**config.mk**
```make
export PLATFORM = sky130hd
export DESIGN_NAME = d_e_pipe_reg_flat
export DESIGN_NICKNAME = d
export VERILOG_FILES = /design/src/rtl/d_e_pipe_reg_pkg.sv /design/src/rtl/d_e_pipe_reg_if.sv /design/src/rtl/d_e_pipe_reg.sv /design/src/flat_wrapper.sv
export SDC_FILE = /design/constraint.sdc
export NUM_CORES = 1
export LEC_CHECK = 0
export CAP_MARGIN = 20
export CORE_MARGIN = 10
export CORE_UTILIZATION = 30
export CTS_CLUSTER_DIAMETER = 200
export DETAILED_ROUTE_END_ITERATION = 8
export HOLD_SLACK_MARGIN = 0.1
export PLACE_DENSITY = 0.66
export SYNTH_ARGS = -nofsm -noshare
export SYNTH_HDL_FRONTEND = slang
export SYNTH_SLANG_ARGS = --single-unit
```
**constraint.sdc**
```tcl
create_clock -name clk -period 2.4 [get_ports clk]
set_input_delay 0.72 -clock clk [delete_from_list [all_inputs] [get_ports clk]]
set_output_delay 0.72 -clock clk [all_outputs]
set_load 0.02 [all_outputs]
```
**src/rtl/d_e_pipe_reg_pkg.sv**
```systemverilog
// Shared MIPS pipeline definitions: field widths, NOP and Tnew encodings,
// the saturating Tnew decrement reused by the E/M and M/W registers.
package d_e_pipe_reg_pkg;

    localparam int WORD_W     = 32;
    localparam int REG_ADDR_W = 5;
    localparam int TNEW_W     = 2;

    localparam logic [WORD_W-1:0] NOP_WORD = 32'h0000_0000;

    localparam logic [TNEW_W-1:0] TNEW_0 = 2'd0;
    localparam logic [TNEW_W-1:0] TNEW_1 = 2'd1;
    localparam logic [TNEW_W-1:0] TNEW_2 = 2'd2;

    typedef enum logic [1:0] {
        LD_RESET,
        LD_FLUSH,
        LD_BUBBLE,
        LD_NORMAL
    } load_sel_e;

    typedef struct packed {
        logic [WORD_W-1:0]     pc;
        logic [WORD_W-1:0]     instr;
        logic [WORD_W-1:0]     rd1;
        logic [WORD_W-1:0]     rd2;
        logic [WORD_W-1:0]     imm;
        logic [REG_ADDR_W-1:0] rs;
        logic [REG_ADDR_W-1:0] rt;
        logic [REG_ADDR_W-1:0] a3;
        logic [TNEW_W-1:0]     tnew;
        logic                  valid;
    } de_stage_t;

    // One stage older means one cycle closer to ready; never below zero.
    function automatic logic [TNEW_W-1:0] tnew_sat_dec(input logic [TNEW_W-1:0] t);
        return (t == TNEW_0) ? TNEW_0 : t - TNEW_1;
    endfunction

    function automatic de_stage_t bubble_stage(input logic [WORD_W-1:0] nop);
        de_stage_t s;
        s       = '0;
        s.instr = nop;
        return s;
    endfunction

endpackage

```
**src/rtl/d_e_pipe_reg_if.sv**
```systemverilog
// D-side inputs and E-side outputs of the D/E pipeline register.
interface d_e_pipe_reg_if #(parameter int CNT_W = 32);
    import d_e_pipe_reg_pkg::*;

    logic [WORD_W-1:0]     pc_d;
    logic [WORD_W-1:0]     instr_d;
    logic [WORD_W-1:0]     rd1_d;
    logic [WORD_W-1:0]     rd2_d;
    logic [WORD_W-1:0]     imm_d;
    logic [REG_ADDR_W-1:0] rs_d;
    logic [REG_ADDR_W-1:0] rt_d;
    logic [REG_ADDR_W-1:0] a3_d;
    logic [TNEW_W-1:0]     tnew_d;

    logic [WORD_W-1:0]     pc_e;
    logic [WORD_W-1:0]     instr_e;
    logic [WORD_W-1:0]     rd1_e;
    logic [WORD_W-1:0]     rd2_e;
    logic [WORD_W-1:0]     imm_e;
    logic [REG_ADDR_W-1:0] rs_e;
    logic [REG_ADDR_W-1:0] rt_e;
    logic [REG_ADDR_W-1:0] a3_e;
    logic [TNEW_W-1:0]     tnew_e;
    logic                  valid_e;
    logic [CNT_W-1:0]      bubble_cnt;

    // D stage / bench side
    modport master (
        output pc_d, instr_d, rd1_d, rd2_d, imm_d, rs_d, rt_d, a3_d, tnew_d,
        input  pc_e, instr_e, rd1_e, rd2_e, imm_e, rs_e, rt_e, a3_e, tnew_e,
        input  valid_e, bubble_cnt
    );

    // Pipeline register side
    modport slave (
        input  pc_d, instr_d, rd1_d, rd2_d, imm_d, rs_d, rt_d, a3_d, tnew_d,
        output pc_e, instr_e, rd1_e, rd2_e, imm_e, rs_e, rt_e, a3_e, tnew_e,
        output valid_e, bubble_cnt
    );

endinterface

```
**src/rtl/d_e_pipe_reg.sv**
```systemverilog
// D/E pipeline register: one-cycle registered D->E transfer, bubble on stall,
// clear on flush; never holds, upstream F/D keeps the stalled instruction.
module d_e_pipe_reg
    import d_e_pipe_reg_pkg::*;
#(
    parameter int                CNT_W     = 32,
    parameter logic [WORD_W-1:0] NOP_INSTR = NOP_WORD
) (
    input  logic           clk,
    input  logic           reset,
    input  logic           stall,
    input  logic           flush,
    d_e_pipe_reg_if.slave  bus
);

    de_stage_t        stage_q, stage_d;
    logic [CNT_W-1:0] bubble_cnt_q, bubble_cnt_d;
    load_sel_e        load_sel;

    always_comb begin
        if (reset)      load_sel = LD_RESET;
        else if (flush) load_sel = LD_FLUSH;
        else if (stall) load_sel = LD_BUBBLE;
        else            load_sel = LD_NORMAL;
    end

    always_comb begin
        stage_d      = bubble_stage(NOP_INSTR);
        bubble_cnt_d = bubble_cnt_q;
        case (load_sel)
            LD_RESET:  bubble_cnt_d = '0;
            LD_FLUSH:  ;
            // Only hazard bubbles are counted; flushes are redirects, not stalls.
            LD_BUBBLE: bubble_cnt_d = bubble_cnt_q + 1'b1;
            LD_NORMAL: begin
                stage_d.pc    = bus.pc_d;
                stage_d.instr = bus.instr_d;
                stage_d.rd1   = bus.rd1_d;
                stage_d.rd2   = bus.rd2_d;
                stage_d.imm   = bus.imm_d;
                stage_d.rs    = bus.rs_d;
                stage_d.rt    = bus.rt_d;
                stage_d.a3    = bus.a3_d;
                stage_d.tnew  = tnew_sat_dec(bus.tnew_d);
                stage_d.valid = 1'b1;
            end
            default: ;
        endcase
    end

    always_ff @(posedge clk) begin
        stage_q      <= stage_d;
        bubble_cnt_q <= bubble_cnt_d;
    end

    assign bus.pc_e       = stage_q.pc;
    assign bus.instr_e    = stage_q.instr;
    assign bus.rd1_e      = stage_q.rd1;
    assign bus.rd2_e      = stage_q.rd2;
    assign bus.imm_e      = stage_q.imm;
    assign bus.rs_e       = stage_q.rs;
    assign bus.rt_e       = stage_q.rt;
    assign bus.a3_e       = stage_q.a3;
    assign bus.tnew_e     = stage_q.tnew;
    assign bus.valid_e    = stage_q.valid;
    assign bus.bubble_cnt = bubble_cnt_q;

endmodule
```
**src/flat_wrapper.sv**
```systemverilog
// flat-port wrapper written by rule: the top's interface ports become plain ports
module d_e_pipe_reg_flat import d_e_pipe_reg_pkg::*;
#(
    parameter int                CNT_W     = 32,
    parameter logic [WORD_W-1:0] NOP_INSTR = NOP_WORD
)
  (clk, reset, stall, flush, bus_pc_d, bus_instr_d, bus_rd1_d, bus_rd2_d, bus_imm_d, bus_rs_d, bus_rt_d, bus_a3_d, bus_tnew_d, bus_pc_e, bus_instr_e, bus_rd1_e, bus_rd2_e, bus_imm_e, bus_rs_e, bus_rt_e, bus_a3_e, bus_tnew_e, bus_valid_e, bus_bubble_cnt);
  d_e_pipe_reg_if #(.CNT_W(CNT_W)) bus_i ();
  input  logic clk;
  input  logic reset;
  input  logic stall;
  input  logic flush;
  input wire logic [$bits(bus_i.pc_d)-1:0] bus_pc_d;
  input wire logic [$bits(bus_i.instr_d)-1:0] bus_instr_d;
  input wire logic [$bits(bus_i.rd1_d)-1:0] bus_rd1_d;
  input wire logic [$bits(bus_i.rd2_d)-1:0] bus_rd2_d;
  input wire logic [$bits(bus_i.imm_d)-1:0] bus_imm_d;
  input wire logic [$bits(bus_i.rs_d)-1:0] bus_rs_d;
  input wire logic [$bits(bus_i.rt_d)-1:0] bus_rt_d;
  input wire logic [$bits(bus_i.a3_d)-1:0] bus_a3_d;
  input wire logic [$bits(bus_i.tnew_d)-1:0] bus_tnew_d;
  output wire logic [$bits(bus_i.pc_e)-1:0] bus_pc_e;
  output wire logic [$bits(bus_i.instr_e)-1:0] bus_instr_e;
  output wire logic [$bits(bus_i.rd1_e)-1:0] bus_rd1_e;
  output wire logic [$bits(bus_i.rd2_e)-1:0] bus_rd2_e;
  output wire logic [$bits(bus_i.imm_e)-1:0] bus_imm_e;
  output wire logic [$bits(bus_i.rs_e)-1:0] bus_rs_e;
  output wire logic [$bits(bus_i.rt_e)-1:0] bus_rt_e;
  output wire logic [$bits(bus_i.a3_e)-1:0] bus_a3_e;
  output wire logic [$bits(bus_i.tnew_e)-1:0] bus_tnew_e;
  output wire logic [$bits(bus_i.valid_e)-1:0] bus_valid_e;
  output wire logic [$bits(bus_i.bubble_cnt)-1:0] bus_bubble_cnt;
  assign bus_i.pc_d = bus_pc_d;
  assign bus_i.instr_d = bus_instr_d;
  assign bus_i.rd1_d = bus_rd1_d;
  assign bus_i.rd2_d = bus_rd2_d;
  assign bus_i.imm_d = bus_imm_d;
  assign bus_i.rs_d = bus_rs_d;
  assign bus_i.rt_d = bus_rt_d;
  assign bus_i.a3_d = bus_a3_d;
  assign bus_i.tnew_d = bus_tnew_d;
  assign bus_pc_e = bus_i.pc_e;
  assign bus_instr_e = bus_i.instr_e;
  assign bus_rd1_e = bus_i.rd1_e;
  assign bus_rd2_e = bus_i.rd2_e;
  assign bus_imm_e = bus_i.imm_e;
  assign bus_rs_e = bus_i.rs_e;
  assign bus_rt_e = bus_i.rt_e;
  assign bus_a3_e = bus_i.a3_e;
  assign bus_tnew_e = bus_i.tnew_e;
  assign bus_valid_e = bus_i.valid_e;
  assign bus_bubble_cnt = bus_i.bubble_cnt;
  d_e_pipe_reg #(.CNT_W(CNT_W), .NOP_INSTR(NOP_INSTR)) u_core (.clk(clk), .reset(reset), .stall(stall), .flush(flush), .bus(bus_i));
endmodule
```
After elaboration in Yosys (flattened, before gate mapping) --
Cells that the tools add are included.
Operators by class: add/sub/neg operators 2, eq/ne operators 2, mux-type cells 5, bitwise logic cells 1, reductions and logical operators 4
Operators by type and width (count):
- one-hot mux 32 bit (2 select lines) | 1
- adder 32 x 1 -> 32 bit, second input constant | 1
- equality test 2 bit, second input constant | 2
- zero test 2 bit | 2
- 2-to-1 mux 2 bit | 2
- 2-to-1 mux 1 bit | 2
- nonzero test 2 bit | 1
- OR reduction 2 bit | 1
- subtractor 2 x 1 -> 2 bit, second input constant | 1
- inverter 1 bit | 1
Storage, ports and cells: register bits after elaboration 210, output and inout bits 210

Logic depth before layout (Yosys ltp) --
Gate-level depths: netlist (run 1).
depth in word-level cells 6, mapped depth 6, depth with buffers taken out 5

Worst setup path before layout (run 1) --
No wires, ideal clock.
kind register to register, start reg u_core.bubble_cnt_q[0], in the netlist u_core.bus.bubble_cnt[0], end reg u_core.bubble_cnt_q[18], in the netlist u_core.bus.bubble_cnt[18] (data pin), library setup time 146 ps, arrival 1728 ps, required time 2254 ps, setup slack 526 ps, cell stages (with the launch flop) 7, period minus slack after synthesis 1874 ps, cell sequence edfxtp_1 > ha_1 > and4_4 > nand4_4 > buf_2 > or3_1 > a21oi_1
On the way: cells in the longest elaborated chain, start to end 2
Ends and longest elaborated chain:
- from (decl) | line d_e_pipe_reg.sv:17 | logic [CNT_W-1:0] bubble_cnt_q, bubble_cnt_d;
- from (signal assigned) | line d_e_pipe_reg.sv:53 | bubble_cnt_q <= bubble_cnt_d;
- adder 32 x 1 -> 32 bit | line d_e_pipe_reg.sv:34 | LD_BUBBLE: bubble_cnt_d = bubble_cnt_q + 1'b1;
- one-hot mux 32 bit (2 select lines) | line d_e_pipe_reg.sv:30 | case (load_sel)
No other way between the ends. A chain may end at the register's enable or synchronous reset.

Final worst setup path (run 1) --
start reg u_core.bubble_cnt_q[9], in the netlist u_core.bus.bubble_cnt[9], end out bus_bubble_cnt[9]
RTL lines:
- to (decl) | line flat_wrapper.sv:32 | output wire logic [$bits(bus_i.bubble_cnt)-1:0] bus_bubble_cnt;
No word-level cell between the ends.

==> metrics.txt, run 1 <==
# TYPE chip_impl_metric gauge
chip_impl_metric{name="global_route.overflow_total",unit=""} 0
chip_impl_metric{name="buffer_ports.inserted",unit=""} 390
chip_impl_info{name="reg2reg_to",value="u_core.bus.bubble_cnt[30]"} 1
chip_impl_metric{name="ctsHtreeMaxLevel",unit=""} 1
chip_impl_metric{name="total_routed_length",unit="mm"} 23.5
chip_impl_metric{name="globalRouteMet1Util",unit=""} 0.163
chip_impl_metric{name="finalWeightedCongestion",unit=""} 0.815
chip_impl_metric{name="critPathMaxFanout",unit=""} 6
chip_impl_metric{name="timing.slew.headroom",unit=""} 0.623
chip_impl_metric{name="timing.critical_path.required",unit="ns"} 1.68
chip_impl_metric{name="worst_clock_skew",unit="ns"} 0.00679
chip_impl_metric{name="route.detailed.drc",unit=""} 0
chip_impl_metric{name="grtUsageTotal",unit=""} 0.154
chip_impl_metric{name="yosysWarnings",unit=""} 0
chip_impl_metric{name="syn_avg_cell_area",unit="um2"} 12.0
chip_impl_metric{name="initialDrtViolationCount",unit=""} 201
chip_impl_metric{name="design_area",unit="mm2"} 0.0117
chip_impl_metric{name="grtUsageMet3",unit=""} 0.0783
chip_impl_metric{name="floorplan.die_area",unit="mm2"} 0.0285
chip_impl_info{name="yosys.cell_count.top_type",value="sky130_fd_sc_hd__dfxtp_1"} 1
chip_impl_metric{name="drive_gt1_frac",unit=""} 0.0606
chip_impl_metric{name="synthDistinctLibCells",unit=""} 37
chip_impl_info{name="crit_slowest_cell",value="sky130_fd_sc_hd__clkdlybuf4s50_1"} 1
chip_impl_info{name="cp_cell_sequence",value="clkdlybuf4s50_1"} 1
chip_impl_metric{name="viasPerCell",unit=""} 4.27
chip_impl_metric{name="path_clk_slew",unit="ns"} 0.06
chip_impl_metric{name="post-place-cells",unit=""} 1213
chip_impl_metric{name="grt_max_degree",unit=""} 83
chip_impl_metric{name="timing.final.max_slew_violations",unit=""} 0
chip_impl_metric{name="number_of_nets_in_the_finished_design",unit=""} 1141
chip_impl_metric{name="syn-instance-count",unit=""} 556
chip_impl_metric{name="synth_enable_flop_cells",unit=""} 32
chip_impl_metric{name="start_util",unit=""} 0.305
chip_impl_info{name="synth_ff_type",value="sky130_fd_sc_hd__dfxtp_1"} 1
chip_impl_info{name="yosysTopAreaCell",value="sky130_fd_sc_hd__dfxtp_1"} 1
chip_impl_metric{name="dr_total_vias",unit=""} 5354
chip_impl_info{name="holdCritPathClass",value="flop to flop"} 1
chip_impl_metric{name="insertion_delay",unit="ns"} 0.50
chip_impl_metric{name="row_count",unit=""} 54
chip_impl_metric{name="number_of_global_route_vias_before_repair",unit=""} 5511
chip_impl_metric{name="critical_path_arrival",unit="ns"} 1.61
chip_impl_info{name="synth.cells.most_frequent",value="sky130_fd_sc_hd__dfxtp_1 (178), sky130_fd_sc_hd__and2_1 (177), sky130_fd_sc_hd__edfxtp_1 (32)"} 1
chip_impl_info{name="status",value="finished, final reports clean"} 1
chip_impl_metric{name="final.setup.worst_slack",unit="ns"} 0.0695
chip_impl_metric{name="die_w",unit="um"} 169
chip_impl_metric{name="worstPathBufferInverterCount",unit=""} 1
chip_impl_info{name="end_point_of_the_most_critical_hold_path",value="u_core.bus.bubble_cnt[31]"} 1
chip_impl_metric{name="critical_path_cell_count",unit=""} 1
chip_impl_metric{name="timing_hold_violations_final",unit=""} 0
chip_impl_metric{name="post_route_fraction_of_the_period_consumed_by_the_critical_path",unit=""} 0.971
chip_impl_metric{name="dp_hpwl",unit="mm"} 18.6
chip_impl_info{name="global_route.peak_usage_layer",value="met2"} 1
chip_impl_info{name="crit_type",value="flop to output port"} 1
chip_impl_metric{name="post-cts-setup-buffers",unit=""} 0
chip_impl_info{name="cpLargestDelayFamily",value="buffers and inverters"} 1
chip_impl_metric{name="cts-buffers-inserted",unit=""} 23
chip_impl_metric{name="synth_nets",unit=""} 739
chip_impl_info{name="rsz_0062_raised_after_global_routing",value="no"} 1
chip_impl_metric{name="drtAntennaViolNets",unit=""} 0
chip_impl_info{name="netlist_top_cells_area",value="sky130_fd_sc_hd__dfxtp_1 (54%), sky130_fd_sc_hd__and2_1 (17%), sky130_fd_sc_hd__edfxtp_1 (14%)"} 1
chip_impl_metric{name="coreArea",unit="mm2"} 0.0218
chip_impl_metric{name="leakagePower",unit="uW"} 0.00460
chip_impl_metric{name="numClockSinks",unit=""} 210
chip_impl_metric{name="finish.cell_count_without_fillers",unit=""} 1254
chip_impl_metric{name="areaGrowthSynthToFinish",unit="%"} 76.3
chip_impl_metric{name="grt_first_pass_wirelength",unit="mm"} 34.3
chip_impl_metric{name="num_io_pins",unit=""} 391
chip_impl_metric{name="detail_route.first_pass.iterations",unit=""} 4
chip_impl_metric{name="setup_viol",unit=""} 0
chip_impl_metric{name="clockBufferDepth",unit=""} 3
chip_impl_info{name="startpoint_type",value="flop"} 1
chip_impl_metric{name="dpl-instance-area",unit="mm2"} 0.0109
chip_impl_metric{name="cts.hold.buffers_added",unit=""} 0
chip_impl_info{name="cts_root_buf",value="sky130_fd_sc_hd__clkbuf_16"} 1
chip_impl_metric{name="die_h",unit="um"} 169
chip_impl_metric{name="vdd_drop_max",unit="V"} 0.000441
chip_impl_metric{name="final.min_clock_period",unit="ns"} 2.33
chip_impl_info{name="timing.hold.worst.start",value="u_core.bus.bubble_cnt[31]"} 1
chip_impl_metric{name="initial_antenna_violation_count",unit=""} 1
chip_impl_info{name="tritoncts",value="yes"} 1
chip_impl_metric{name="avgRoutedWirePerCell",unit="um"} 18.7
chip_impl_metric{name="place_ws",unit="ns"} 0.107
chip_impl_metric{name="max_cap_violations",unit=""} 0
chip_impl_metric{name="worst_path_largest_cell_delay",unit="ns"} 0.65
chip_impl_info{name="r2r_start",value="u_core.bus.bubble_cnt[0]"} 1
chip_impl_metric{name="synth_top_area_share",unit=""} 0.536
chip_impl_metric{name="synth_area",unit="mm2"} 0.00665
chip_impl_metric{name="max_slew.worst_pin.slew",unit="ns"} 0.560
chip_impl_metric{name="postSynth.asyncResetShare",unit=""} 0
chip_impl_metric{name="timing.fmax",unit="GHz"} 0.429
chip_impl_metric{name="finalSetupTns",unit="ns"} 0
chip_impl_metric{name="global_route_met2_usage",unit=""} 0.269
chip_impl_metric{name="ys_seq_area_frac",unit=""} 0.681
chip_impl_metric{name="reg2reg_slack",unit="ns"} 0.34
chip_impl_metric{name="min_delay_path_depth",unit=""} 2
chip_impl_metric{name="worstRegToRegCells",unit=""} 5
chip_impl_metric{name="p_per_area",unit="mW/mm2"} 699
chip_impl_info{name="end_kind",value="output port"} 1
chip_impl_metric{name="synth_seq_cells",unit=""} 210
how the worst max path moves through the flow:
stage / start / endpoint / slack, ns
2_1_floorplan: u_core.bus.bubble_cnt[0] / u_core.bus.bubble_cnt[18] / 0.53
3_3_place_gp: stall / u_core.bus.rd1_e[13] / 0.14
3_5_place_dp: stall / u_core.bus.pc_e[21] / 0.11
4_1_cts: u_core.bus.bubble_cnt[7] / bus_bubble_cnt[7] / 0.007
5_1_grt: u_core.bus.bubble_cnt[25] / bus_bubble_cnt[25] / 0.003
6_report: u_core.bus.bubble_cnt[9] / bus_bubble_cnt[9] / 0.07
cell usage in the layout, fill, tap and decap left out, types with 8 or more instances in the layout:
cell / n
sky130_fd_sc_hd__clkdlybuf4s50_1: 375
sky130_fd_sc_hd__dfxtp_1: 178
sky130_fd_sc_hd__and2_1: 177
sky130_fd_sc_hd__edfxtp_1: 32
sky130_fd_sc_hd__clkbuf_16: 24
sky130_fd_sc_hd__nor2_1: 18
sky130_fd_sc_hd__nand4_1: 13
sky130_fd_sc_hd__nand2_1: 13
sky130_fd_sc_hd__a21oi_1: 12
sky130_fd_sc_hd__or4_1: 9
sky130_fd_sc_hd__dlymetal6s2s_1: 9
sky130_fd_sc_hd__o31ai_1: 8
sky130_fd_sc_hd__nand3_1: 8
sky130_fd_sc_hd__xor2_1: 8
registers in the layout, indices dropped and copies added (netlist names):
name                   cells
u_core.bus.bubble_cnt     32
u_core.bus.imm_e          32
u_core.bus.instr_e        32
u_core.bus.pc_e           32
u_core.bus.rd1_e          32
u_core.bus.rd2_e          32
u_core.bus.a3_e            5
u_core.bus.rs_e            5
u_core.bus.rt_e            5
u_core.bus.tnew_e          2
u_core.bus.valid_e         1
per-layer routing:
| layer | up-vias | wire, um | share of wire |
|---|---|---|---|
| li1 | 2648 | - | - |
| met1 | 2403 | 8630 | 0.37 |
| met2 | 276 | 11600 | 0.49 |
| met3 | 27 | 2760 | 0.12 |
| met4 | 0 | 491 | 0.021 |
| met5 | - | 0 | 0 |
logic make-up (layout without fill, tap and decap cells):
logic type,after synthesis,count (layout),share of synthesized area
adders and majority gates,2,2,0.00376
AOI/OAI and AO/OA,30,30,0.0284
DFF,210,210,0.681
buffers and inverters,30,447,0.0186
other,0,1,0
xor gates and xnor gates,13,13,0.0171
and+or+nand+nor,269,269,0.248
muxes,2,2,0.00301
layout make-up:
type,count,area (um2)
tap,280,350
timing repair buffer,400,4030
fill,1945,10100
clock buffer,33,694
sequential,210,4520
inverter,7,28.8
clock inverter,7,88.8
antenna,1,2.50
multi-input combinational,316,2000
power breakdown:
| group | leakage (uW) | switching (uW) | internal (uW) |
|---|---|---|---|
| clock | 0.000391 | 1390 | 2220 |
| sequential | 0.00179 | 72.7 | 3690 |
| combinational | 0.00242 | 323 | 499 |
timing repair:
action / CTS / global route
setup endpoints to repair: 6 / 9
resized for setup: 6 / 9
pin swaps: 0 / 0
metrics by stage:
stage	hold slack (ns)	total power, uW	utilization
finish	0.675	8190	0.537
global route	0.709	8500	0.537
CTS	0.684	8320	0.536
detailed placement	0.668	4680	0.500
global placement	0.635	4670	0.500
floorplan	0.746	4090	-
Note: power is estimated with default switching activity, not from simulation.
==> run 2, diff against run 1 <==
--- a/config.mk
+++ b/config.mk
@@ -5,12 +5,12 @@
 export SDC_FILE = /design/constraint.sdc
 export NUM_CORES = 1
 export LEC_CHECK = 0
-export CAP_MARGIN = 20
 export CORE_MARGIN = 10
 export CORE_UTILIZATION = 30
 export CTS_CLUSTER_DIAMETER = 200
 export DETAILED_ROUTE_END_ITERATION = 8
 export HOLD_SLACK_MARGIN = 0.1
+export MAX_ROUTING_LAYER = met4
 export PLACE_DENSITY = 0.66
 export SYNTH_ARGS = -nofsm -noshare
 export SYNTH_HDL_FRONTEND = slang
==> run 2 against run 1 <==
Count of clock-buffer cells in the layout stayed put. Final area stayed put. Worst setup slack hardly changed. Critical path type unchanged.
==> metrics.txt, run 2 (synthesis results as in run 1) <==
# TYPE chip_impl_metric gauge
chip_impl_metric{name="drive_gt1_frac",unit=""} 0.0606
chip_impl_metric{name="viasPerCell",unit=""} 4.26
chip_impl_metric{name="worst_hold_slack",unit="ns"} 0.673
chip_impl_info{name="end_kind",value="output port"} 1
chip_impl_info{name="tritoncts",value="yes"} 1
chip_impl_metric{name="worst_clock_skew",unit="ns"} 0.00664
chip_impl_info{name="status",value="finished, final reports clean"} 1
chip_impl_metric{name="avgRoutedWirePerCell",unit="um"} 18.7
chip_impl_metric{name="areaGrowthSynthToFinish",unit="%"} 76.3
chip_impl_metric{name="coreArea",unit="mm2"} 0.0218
chip_impl_metric{name="dpl-instance-area",unit="mm2"} 0.0109
chip_impl_info{name="final_cell_mix",value="sky130_fd_sc_hd__clkdlybuf4s50_1 (375), sky130_fd_sc_hd__dfxtp_1 (178), sky130_fd_sc_hd__and2_1 (177)"} 1
chip_impl_metric{name="insertion_delay",unit="ns"} 0.50
chip_impl_metric{name="initialDrtViolationCount",unit=""} 233
chip_impl_metric{name="combinational_power_share",unit=""} 0.100
chip_impl_info{name="rsz_0062_raised_after_global_routing",value="no"} 1
chip_impl_metric{name="grtUsageTotal",unit=""} 0.159
chip_impl_metric{name="numClockSinks",unit=""} 210
chip_impl_metric{name="buffer_ports.inserted",unit=""} 390
chip_impl_metric{name="fin_util",unit=""} 0.537
chip_impl_metric{name="share_seq_of_total_power",unit=""} 0.459
chip_impl_metric{name="timing.final.max_slew_violations",unit=""} 0
chip_impl_metric{name="die_h",unit="um"} 169
chip_impl_metric{name="finalSetupTns",unit="ns"} 0
chip_impl_metric{name="critical_path_arrival",unit="ns"} 1.61
chip_impl_metric{name="route.detailed.drc",unit=""} 0
chip_impl_metric{name="cts-buffers-inserted",unit=""} 23
chip_impl_info{name="crit_slowest_cell",value="sky130_fd_sc_hd__clkdlybuf4s50_1"} 1
chip_impl_metric{name="power.switching_fraction",unit=""} 0.218
chip_impl_metric{name="clock_power_share",unit=""} 0.440
chip_impl_metric{name="number_of_global_route_vias_before_repair",unit=""} 5573
chip_impl_metric{name="die_w",unit="um"} 169
chip_impl_info{name="cp_cell_sequence",value="clkdlybuf4s50_1"} 1
chip_impl_metric{name="final.min_clock_period",unit="ns"} 2.33
chip_impl_metric{name="timing.slew.headroom",unit=""} 0.594
chip_impl_info{name="mostFrequentLayoutCell",value="sky130_fd_sc_hd__clkdlybuf4s50_1"} 1
chip_impl_metric{name="leakagePower",unit="uW"} 0.00460
chip_impl_metric{name="timing.critical_path.required",unit="ns"} 1.68
chip_impl_metric{name="vdd_drop_max",unit="V"} 0.000439
chip_impl_metric{name="grt_first_pass_wirelength",unit="mm"} 34.0
chip_impl_metric{name="num_io_pins",unit=""} 391
chip_impl_info{name="crit_type",value="flop to output port"} 1
chip_impl_metric{name="timing.fmax",unit="GHz"} 0.429
chip_impl_metric{name="clockBufferDepth",unit=""} 3
chip_impl_metric{name="worst_path_largest_cell_delay",unit="ns"} 0.66
chip_impl_metric{name="row_count",unit=""} 54
chip_impl_metric{name="path_clk_slew",unit="ns"} 0.06
chip_impl_info{name="cpLargestDelayFamily",value="buffers and inverters"} 1
chip_impl_metric{name="start_util",unit=""} 0.305
chip_impl_metric{name="detail_route.first_pass.iterations",unit=""} 4
chip_impl_metric{name="global_route.overflow_total",unit=""} 0
chip_impl_metric{name="drtAntennaViolNets",unit=""} 0
chip_impl_metric{name="total_routed_length",unit="mm"} 23.5
chip_impl_metric{name="ctsHtreeMaxLevel",unit=""} 1
chip_impl_metric{name="critPathMaxFanout",unit=""} 6
chip_impl_metric{name="dr_total_vias",unit=""} 5344
chip_impl_metric{name="max_slew.worst_pin.slew",unit="ns"} 0.603
chip_impl_info{name="startpoint_type",value="flop"} 1
chip_impl_metric{name="floorplan.die_area",unit="mm2"} 0.0285
chip_impl_metric{name="worstPathBufferInverterCount",unit=""} 1
chip_impl_info{name="holdCritPathClass",value="flop to flop"} 1
chip_impl_metric{name="p_per_area",unit="mW/mm2"} 699
chip_impl_metric{name="post_route_fraction_of_the_period_consumed_by_the_critical_path",unit=""} 0.971
chip_impl_metric{name="dp_hpwl",unit="mm"} 18.6
chip_impl_metric{name="number_of_nets_in_the_finished_design",unit=""} 1141
chip_impl_metric{name="internal_power",unit="uW"} 6400
chip_impl_metric{name="max_cap_violations",unit=""} 0
chip_impl_info{name="cts_root_buf",value="sky130_fd_sc_hd__clkbuf_16"} 1
chip_impl_metric{name="timing_hold_violations_final",unit=""} 0
chip_impl_metric{name="initial_antenna_violation_count",unit=""} 1
chip_impl_metric{name="setup_viol",unit=""} 0
chip_impl_metric{name="netSwitchingPower",unit="uW"} 1790
chip_impl_metric{name="grt_max_degree",unit=""} 83
chip_impl_metric{name="report.power.total",unit="uW"} 8190
chip_impl_metric{name="finalWeightedCongestion",unit=""} 0.827
chip_impl_metric{name="design_area",unit="mm2"} 0.0117
## run 2: cell counts in the layout (fill, tap and decap cells not counted)
Identical to the previous run, type by type.
## run 2: final timing paths
path / from / endpoint / slack [ns] / cells after the start
setup / recovery: u_core.bus.bubble_cnt[19] / bus_bubble_cnt[19] / 0.07 / 1
hold / removal: u_core.bus.bubble_cnt[31] / u_core.bus.bubble_cnt[31] / 0.67 / 2
setup reg to reg: u_core.bus.bubble_cnt[0] / u_core.bus.bubble_cnt[30] / 0.35 / 5
hold reg to reg: u_core.bus.bubble_cnt[31] / u_core.bus.bubble_cnt[31] / 0.67 / 2
## run 2: repair_timing
| item | in CTS | in global routing |
|---|---|---|
| buffers inserted | 0 | 0 |
| setup endpoints to repair | 6 | 9 |
| hold buffers | 0 | 0 |
| gates resized for setup | 6 | 9 |
## run 2: through the flow
step | std cells | setup slack [ns]
floorplan | 556 | 0.526
global placement | 1213 | 0.137
detailed placement | 1213 | 0.107
CTS | 1253 | 0.00723
global route | 1254 | 0.00282
finish | 1254 | 0.0699
## run 2: power by group through the flow
| stage | sequential [uW] | clock [uW] | combinational (uW) |
|---|---|---|---|
| 2_1_floorplan | 3970 | 0 | 121 |
| 3_3_place_gp | 3830 | 0 | 832 |
| 3_5_place_dp | 3840 | 0 | 838 |
| 4_1_cts | 3760 | 3720 | 838 |
| 5_1_grt | 3770 | 3850 | 878 |
| 6_report | 3760 | 3610 | 821 |
## run 2: routing by layer
| layer | wire length, um | global-route usage | part of all wire |
|---|---|---|---|
| met1 | 8500 | 0.160 | 0.36 |
| met2 | 11600 | 0.270 | 0.50 |
| met3 | 2860 | 0.0811 | 0.12 |
| met4 | 466 | 0.0352 | 0.020 |
| met5 | 0 | - | 0 |
## run 2: final cells by class
class | instances | area, um2
Antenna cell | 1 | 2.50
Clock buffer | 33 | 694
Clock inverter | 7 | 88.8
Fill cell | 1945 | 10100
Inverter | 7 | 28.8
Multi-Input combinational cell | 316 | 2000
Sequential cell | 210 | 4520
Tap cell | 280 | 350
Timing Repair Buffer | 400 | 4030
